==> config.mk <==
export PLATFORM = sky130hd
export DESIGN_NAME = mem_stage
export DESIGN_NICKNAME = d
export VERILOG_FILES = /design/src/rtl/mem_stage.sv
export SDC_FILE = /design/constraint.sdc
export NUM_CORES = 1
export LEC_CHECK = 0
export ABC_AREA = 1
export CORE_AREA = 10 10 89 91
export DETAILED_ROUTE_END_ITERATION = 7
export DIE_AREA = 0 0 99 101
export PLACE_DENSITY = 0.76
export SLEW_MARGIN = 20
export SYNTH_ARGS = -nofsm -noshare
export SYNTH_HDL_FRONTEND = slang
export SYNTH_SLANG_ARGS = --single-unit
==> constraint.sdc <==
create_clock -name clk -period 1.9 [get_ports clk]
set_clock_uncertainty 0.2 [all_clocks]
set_input_delay 0.57 -clock clk [delete_from_list [all_inputs] [get_ports clk]]
set_output_delay 0.57 -clock clk [all_outputs]
set_load 0.02 [all_outputs]
==> src/rtl/mem_stage.sv <==
// mem_stage: LC-3b memory-access stage controller (EX/MEM -> MEM/WB).
// Decodes the EX/MEM opcode, runs the data-memory handshake for word/byte
// loads and stores, the LDI/STI indirect forms and the TRAP vector fetch,
// and produces the MDR value plus a pipeline stall.
// Optional feature macro: MEM_STAGE_STALL_CNT_EN adds the stall_count output.
module mem_stage (
  input  logic        clk,
  input  logic        reset,
  input  logic        valid_in,
  input  logic [3:0]  opcode,
  input  logic [15:0] alu_in,
  input  logic [15:0] src_data,
  output logic [15:0] dmem_address,
  output logic [15:0] dmem_wdata,
  output logic        dmem_read,
  output logic        dmem_write,
  output logic [1:0]  dmem_byte_enable,
  input  logic [15:0] dmem_rdata,
  input  logic        dmem_resp,
  output logic [15:0] mdr_out,
`ifdef MEM_STAGE_STALL_CNT_EN
  output logic [15:0] stall_count,
`endif
  output logic        stall
);

  typedef enum logic [1:0] {
    IDLE   = 2'd0,
    PTR    = 2'd1,
    ACCESS = 2'd2,
    DONE   = 2'd3
  } state_t;

  localparam logic [3:0] OP_LDB  = 4'b0010;
  localparam logic [3:0] OP_STB  = 4'b0011;
  localparam logic [3:0] OP_LDR  = 4'b0110;
  localparam logic [3:0] OP_STR  = 4'b0111;
  localparam logic [3:0] OP_LDI  = 4'b1010;
  localparam logic [3:0] OP_STI  = 4'b1011;
  localparam logic [3:0] OP_TRAP = 4'b1111;

  state_t      state_q, state_d;
  logic [15:0] mdr_q, mdr_d;
  logic [15:0] ptr_q, ptr_d;
  logic        is_load_s, is_store_s, is_trap_s, is_ind_s, is_byte_s;
  logic        mem_op_s;

  // Pick the addressed byte of a word and sign-extend it to 16 bits.
  function automatic logic [15:0] sext_byte(input logic [15:0] word, input logic hi);
    logic [7:0] b;
    b = hi ? word[15:8] : word[7:0];
    return {{8{b[7]}}, b};
  endfunction

  // Decode the EX/MEM opcode into its memory-access class.
  always_comb begin
    is_load_s  = 1'b0;
    is_store_s = 1'b0;
    is_trap_s  = 1'b0;
    is_ind_s   = 1'b0;
    is_byte_s  = 1'b0;
    case (opcode)
      OP_LDB:  begin is_load_s  = 1'b1; is_byte_s = 1'b1; end
      OP_LDR:  is_load_s = 1'b1;
      OP_LDI:  begin is_load_s  = 1'b1; is_ind_s  = 1'b1; end
      OP_STB:  begin is_store_s = 1'b1; is_byte_s = 1'b1; end
      OP_STR:  is_store_s = 1'b1;
      OP_STI:  begin is_store_s = 1'b1; is_ind_s  = 1'b1; end
      OP_TRAP: is_trap_s = 1'b1;
      default: is_load_s = 1'b0;
    endcase
    mem_op_s = valid_in & (is_load_s | is_store_s | is_trap_s);
  end

  // Next state, indirect pointer capture and MDR capture on the final response.
  // Losing the live memory op mid-access drops back to IDLE without a result.
  always_comb begin
    state_d = state_q;
    ptr_d   = ptr_q;
    mdr_d   = mdr_q;
    case (state_q)
      IDLE: begin
        if (mem_op_s) begin
          state_d = is_ind_s ? PTR : ACCESS;
        end else begin
          state_d = IDLE;
        end
      end
      PTR: begin
        if (!mem_op_s) begin
          state_d = IDLE;
        end else if (dmem_resp) begin
          ptr_d   = dmem_rdata;
          state_d = ACCESS;
        end else begin
          state_d = PTR;
        end
      end
      ACCESS: begin
        if (!mem_op_s) begin
          state_d = IDLE;
        end else if (dmem_resp) begin
          if (is_load_s | is_trap_s) begin
            mdr_d = is_byte_s ? sext_byte(dmem_rdata, alu_in[0]) : dmem_rdata;
          end else begin
            mdr_d = mdr_q;
          end
          state_d = DONE;
        end else begin
          state_d = ACCESS;
        end
      end
      DONE:    state_d = IDLE;
      default: state_d = IDLE;
    endcase
  end

  // Memory request drive, combinational from state and the held EX/MEM inputs.
  always_comb begin
    dmem_read        = 1'b0;
    dmem_write       = 1'b0;
    dmem_address     = 16'h0000;
    dmem_wdata       = 16'h0000;
    dmem_byte_enable = 2'b00;
    if (mem_op_s && (state_q == PTR)) begin
      dmem_read        = 1'b1;
      dmem_address     = {alu_in[15:1], 1'b0};
      dmem_byte_enable = 2'b11;
    end else if (mem_op_s && (state_q == ACCESS)) begin
      dmem_read  = is_load_s | is_trap_s;
      dmem_write = is_store_s;
      if (is_byte_s) begin
        dmem_address     = alu_in;
        dmem_byte_enable = alu_in[0] ? 2'b10 : 2'b01;
        dmem_wdata       = {src_data[7:0], src_data[7:0]};
      end else begin
        dmem_address     = is_ind_s ? {ptr_q[15:1], 1'b0} : {alu_in[15:1], 1'b0};
        dmem_byte_enable = 2'b11;
        dmem_wdata       = src_data;
      end
    end else begin
      dmem_read  = 1'b0;
      dmem_write = 1'b0;
    end
  end

  // State, pointer and MDR registers with synchronous reset.
  always_ff @(posedge clk) begin
    if (reset) begin
      state_q <= IDLE;
      ptr_q   <= 16'h0000;
      mdr_q   <= 16'h0000;
    end else begin
      state_q <= state_d;
      ptr_q   <= ptr_d;
      mdr_q   <= mdr_d;
    end
  end

  assign stall   = mem_op_s & (state_q != DONE);
  assign mdr_out = mdr_q;

`ifdef MEM_STAGE_STALL_CNT_EN
  logic [15:0] stall_cnt_q, stall_cnt_d;

  // Stall-cycle counter increment; wraps from 0xFFFF to 0x0000.
  always_comb begin
    if (stall) begin
      stall_cnt_d = stall_cnt_q + 16'd1;
    end else begin
      stall_cnt_d = stall_cnt_q;
    end
  end

  // Stall-cycle counter register, cleared by reset.
  always_ff @(posedge clk) begin
    if (reset) begin
      stall_cnt_q <= 16'h0000;
    end else begin
      stall_cnt_q <= stall_cnt_d;
    end
  end

  assign stall_count = stall_cnt_q;
`endif

endmodule
* After elaboration in Yosys (flattened, before gate mapping)
Cells that the tools add are included.
** Word-level totals
- Logic and storage cells :: 57
- Bits in registers :: 34
- Input bits :: 56
** Operators by class
- Mux-type cells :: 29
- Equal/unequal tests :: 11
- Bitwise operators :: 5
- Reduce and logical (&&, ||, !) cells :: 9
** Operators with widths (number)
- two-way mux 16 bit :: 8
- two-way mux 2 bit :: 9
- equality test 4 bit (second input constant) :: 3
- two-way mux 1 bit :: 10
- equality test 4 x 2 -> 1 bit (second input constant) :: 2
- equality test 4 x 3 -> 1 bit (second input constant) :: 2
- two-way mux 8 bit :: 1
- one-hot mux 2 bit (4 select lines) :: 1
- OR reduction 3 bit :: 2
- equality test 2 bit (second input constant) :: 2
- AND reduction 4 bit :: 1
- OR reduction 2 bit :: 2
- bitwise OR 1 bit :: 3
- AND reduction 3 bit :: 1
- AND 1 bit :: 2
- equality test 2 x 1 -> 1 bit (second input constant) :: 1
- logical AND 1 bit :: 2
- zero test 2 bit :: 1
- != test 2 bit (second input constant) :: 1

* Longest topological paths before layout
- Word-level depth :: 9
- Depth in mapped cells :: 8
- Gate-level depth less buffers :: 8

* Worst setup path after synthesis
Ideal clock, no wire load.
- Path kind :: in2out
- Start point :: input port opcode[1]
- End point :: output port dmem_byte_enable[1]
- Buffers on the path :: 1
- Data required time :: 1130 ps
- Arrival :: 1625 ps
- Setup slack :: -495 ps
- Stages on the path :: 6
- Path through :: inv_1 nor2_2 nand2_2 clkbuf_1 nor2_1 o21ai_0
** On the way
- Word-level cells in the longest chain between the ends :: 9
- Elaborated cells between the ends (all ways) :: 22
- Classes of those cells :: eq/ne (7); mux (7); bitwise (3); reduce/logical (5)
** Ends and longest elaborated chain
- start: declaration :: line 10 : input logic [3:0] opcode,
- equality test 4 x 2 -> 1 bit (tied with other cells) :: line 62 : case (opcode)
- OR reduction 3 bit (no source line)
- two-way mux 1 bit :: line 62
- bitwise OR 1 bit (2 in series) :: line 72 : mem_op_s = valid_in & (is_load_s | is_store_s | is_trap_s);
- AND 1 bit :: line 72
- logical AND 1 bit :: line 129 : end else if (mem_op_s && (state_q == ACCESS)) begin
- two-way mux 2 bit :: line 129
- two-way mux 2 bit (*) :: line 125 : if (mem_op_s && (state_q == PTR)) begin
- end: declaration :: line 17 : output logic [1:0] dmem_byte_enable,
Every way passes the cells marked *; elsewhere a longest branch is shown, timed or not.

* Worst setup path after layout
- Start point :: input port opcode[1]
- End point :: output port dmem_address[3]
** On the way
- Word-level cells in the longest chain between the ends :: 9
- Elaborated cells between the ends (all ways) :: 25
- Classes of those cells :: eq/ne (7); mux (9); bitwise (3); reduce/logical (6)
** Ends and longest elaborated chain
- equality test 4 x 2 -> 1 bit (tied with other cells) :: line 62
- OR reduction 3 bit (no source line)
- two-way mux 1 bit :: line 62
- bitwise OR 1 bit (2 in series) :: line 72
- AND 1 bit :: line 72
- logical AND 1 bit :: line 129
- two-way mux 16 bit :: line 129
- two-way mux 16 bit (*) :: line 125
- end: declaration :: line 13 : output logic [15:0] dmem_address,
Marked as above.

==> flow_metrics.py <==
metrics = {
    "sta": {
        "setup_slack_ns": -0.461,
        "slew_headroom_pct": 69.2,
        "period_share_pct": 124,
        "slew_viol_final": 0,
        "setup_viol": 37,
        "layout_min_cycle_time_ns": 2.36,
        "fmax_mhz": 424,
        "hold_violations": 0,
        "tightestPinTransition_ns": 0.462,
        "fin_tns_setup_ns": -13.74,
        "rsz0062_at_grt": "true",
    },
    "setup_path": {
        "critical_path_arrival_ns": 1.59,
        "critPathMaxFanout": 8,
        "reg2reg_depth": 8,
        "start_kind": "primary input",
        "worstPathRequired_ns": 1.13,
        "endpoint_kind": "output pin",
        "critPathKind": "primary input to output pin",
    },
    "grt": {
        "grt_pass1_wl_um": 14200,
        "grt_pass1_vias": 2847,
        "grt_overflow": 0,
        "grt_max_degree": 33,
        "antenna_found_initial": 0,
        "track_usage_pct": 17.1,
    },
    "clock_network": {
        "clk-insertion-delay-late_ns": 0.29,
        "htree_levels": 2,
        "cts_tree": "built",
        "hold_buffers": 0,
        "clockRootBuffer": "clkbuf_8",
        "clockBufferDepth": 2,
        "path_clk_slew_ns": 0.07,
        "cts_buffers": 5,
        "clock_sinks": 33,
    },
    "routing": {
        "via_count": 2920,
        "avgRoutedWirePerCell_um": 15.9,
        "drtPass1Iterations": 4,
        "drt-initial-drc-count": 222,
        "drc": 0,
        "via_per_inst": 4.92,
        "routed_wl_um": 9460,
        "ant_nets": 0,
    },
    "finish": {
        "fin_area_mm2": 0.00463,
        "stdcell_count": 594,
        "layout-drive-gt1-share_pct": 37.5,
        "final_common_cell": "nand2_1",
        "syn_to_final_growth_pct": 107,
        "antenna_cells": 0,
        "final_cell_mix": "99 x nand2_1, 45 x buf_6, 44 x inv_1, 37 x clkdlybuf4s50_1, 37 x buf_4",
        "fin_nets": 572,
    },
    "place": {
        "place_area_mm2": 0.00402,
        "dpl.hpwl_um": 6420,
        "gp_congestion": 0.811,
        "dpl_worst_slack_ns": -1.45,
        "place.port_buffers": 108,
        "place_inst": 574,
    },
    "floorplan": {
        "start_util_pct": 36.0,
        "ios": 109,
        "die_height_um": 101,
        "core_mm2": 0.00620,
        "die_area_mm2": 0.0100,
        "num_rows": 29,
        "die_w_um": 99,
    },
    "synthesis": {
        "synthFlopType": "dfxtp_1",
        "netlist_area_mm2": 0.00223,
        "ys_warn_count": 0,
        "syn_area_per_cell_um2": 6.12,
        "ys_ff_latch": 33,
        "async_reset_ff_share_pct": 0,
        "syn_nets": 421,
        "synth_edf_count": 0,
        "seq_area_frac_synth_pct": 29.6,
        "synth_cells": 365,
        "ys_types": 24,
    },
    "min_path": {
        "hold_path_class": "register to register",
        "hold_depth": 2,
    },
    "flow_run": {
        "maxCapViolations": 0,
    },
    "pwr": {
        "total_power_mw": 1.84,
        "power_density_mw_per_mm2": 398,
        "vdd_ir_drop_max_v": 0.000576,
        "p_leak_nw": 2.32,
    },
    "outcome": {
        "violations": "negative setup slack",
        "status": "complete, but fails checks",
    },
}
-- worst paths after layout --
check,start,slack [ns],to
setup / recovery,opcode[1],-0.46,dmem_address[3]
setup reg to reg,state_q[1],0.15,ptr_q[9]
hold / removal,ptr_q[8],0.27,ptr_q[8]
hold reg to reg,ptr_q[8],0.27,ptr_q[8]
-- synth_stat cells, types with 2 or more instances --
cell type | number | area, um^2
nor2_1 | 44 | 165
buf_2 | 8 | 40.0
dfxtp_1 | 33 | 661
nor2_2 | 2 | 12.5
o21ai_0 | 27 | 135
nand2_4 | 2 | 22.5
inv_1 | 48 | 180
nand2_2 | 3 | 18.8
a21oi_1 | 26 | 130
nand2_1 | 116 | 435
nand3_1 | 18 | 90.1
buf_6 | 7 | 78.8
a22o_1 | 15 | 131
clkbuf_1 | 4 | 15.0
inv_2 | 2 | 7.51
nor2_4 | 2 | 22.5
-- cell families after synthesis --
logic type      Yosys count  share of synthesized area [%]
simple gates            191                           36.7
buf+inv                  71                           14.9
compound gates           70                           18.8
flops                    33                           29.6
-- flip-flops by register name, summed over array words and instances, names as in the netlist --
signal   cells
ptr_q       15
mdr_out     16
state_q      2
-- final cells by class --
cell class / count / area, um^2
clock buffer: 7 / 96.3
clock inverter: 1 / 5.00
fill: 448 / 1580
inverter: 51 / 218
multi-input combinational: 261 / 1780
sequential: 33 / 662
tap: 77 / 96.3
timing repair buffer: 164 / 1780
-- power breakdown --
| part | switching (mW) | internal (mW) | leakage (nW) |
|---|---|---|---|
| registers | 0.00443 | 0.698 | 0.267 |
| logic | 0.268 | 0.282 | 2.00 |
| clock network | 0.262 | 0.327 | 0.0542 |
-- metal layers --
| metal | wire length (um) | vias up | global-route usage (%) |
|---|---|---|---|
| met1 | 3660 | 1367 | 19.5 |
| met2 | 4930 | 101 | 30.3 |
| met3 | 777 | 10 | 5.49 |
| met4 | 102 | 0 | 3.64 |
| met5 | 0 | - | 0 |
| li1 | - | 1442 | - |
-- repair_timing --
item,CTS,global route
pin swaps,6,17
hold endpoints to repair,0,0
setup endpoints to repair,85,50
gates cloned,3,3
gates resized for setup,275,95
setup buffers,6,3
-- worst max-delay path, cell delays in order --
cell,delay (ns)
buf_12,0.09
buf_6,0.09
nand3_4,0.12
clkbuf_16,0.21
nand2_2,0.09
o21ai_2,0.07
a22o_4,0.22
buf_6,0.13
-- per-stage QoR --
stage | hold WS, ns | util, %
2_1_floorplan | 0.239 | -
3_3_place_gp | 0.252 | 64.8
3_5_place_dp | 0.257 | 64.8
4_1_cts | 0.267 | 69.5
5_1_grt | 0.292 | 74.6
6_report | 0.268 | 74.6
(Power assumes the default switching activity.)
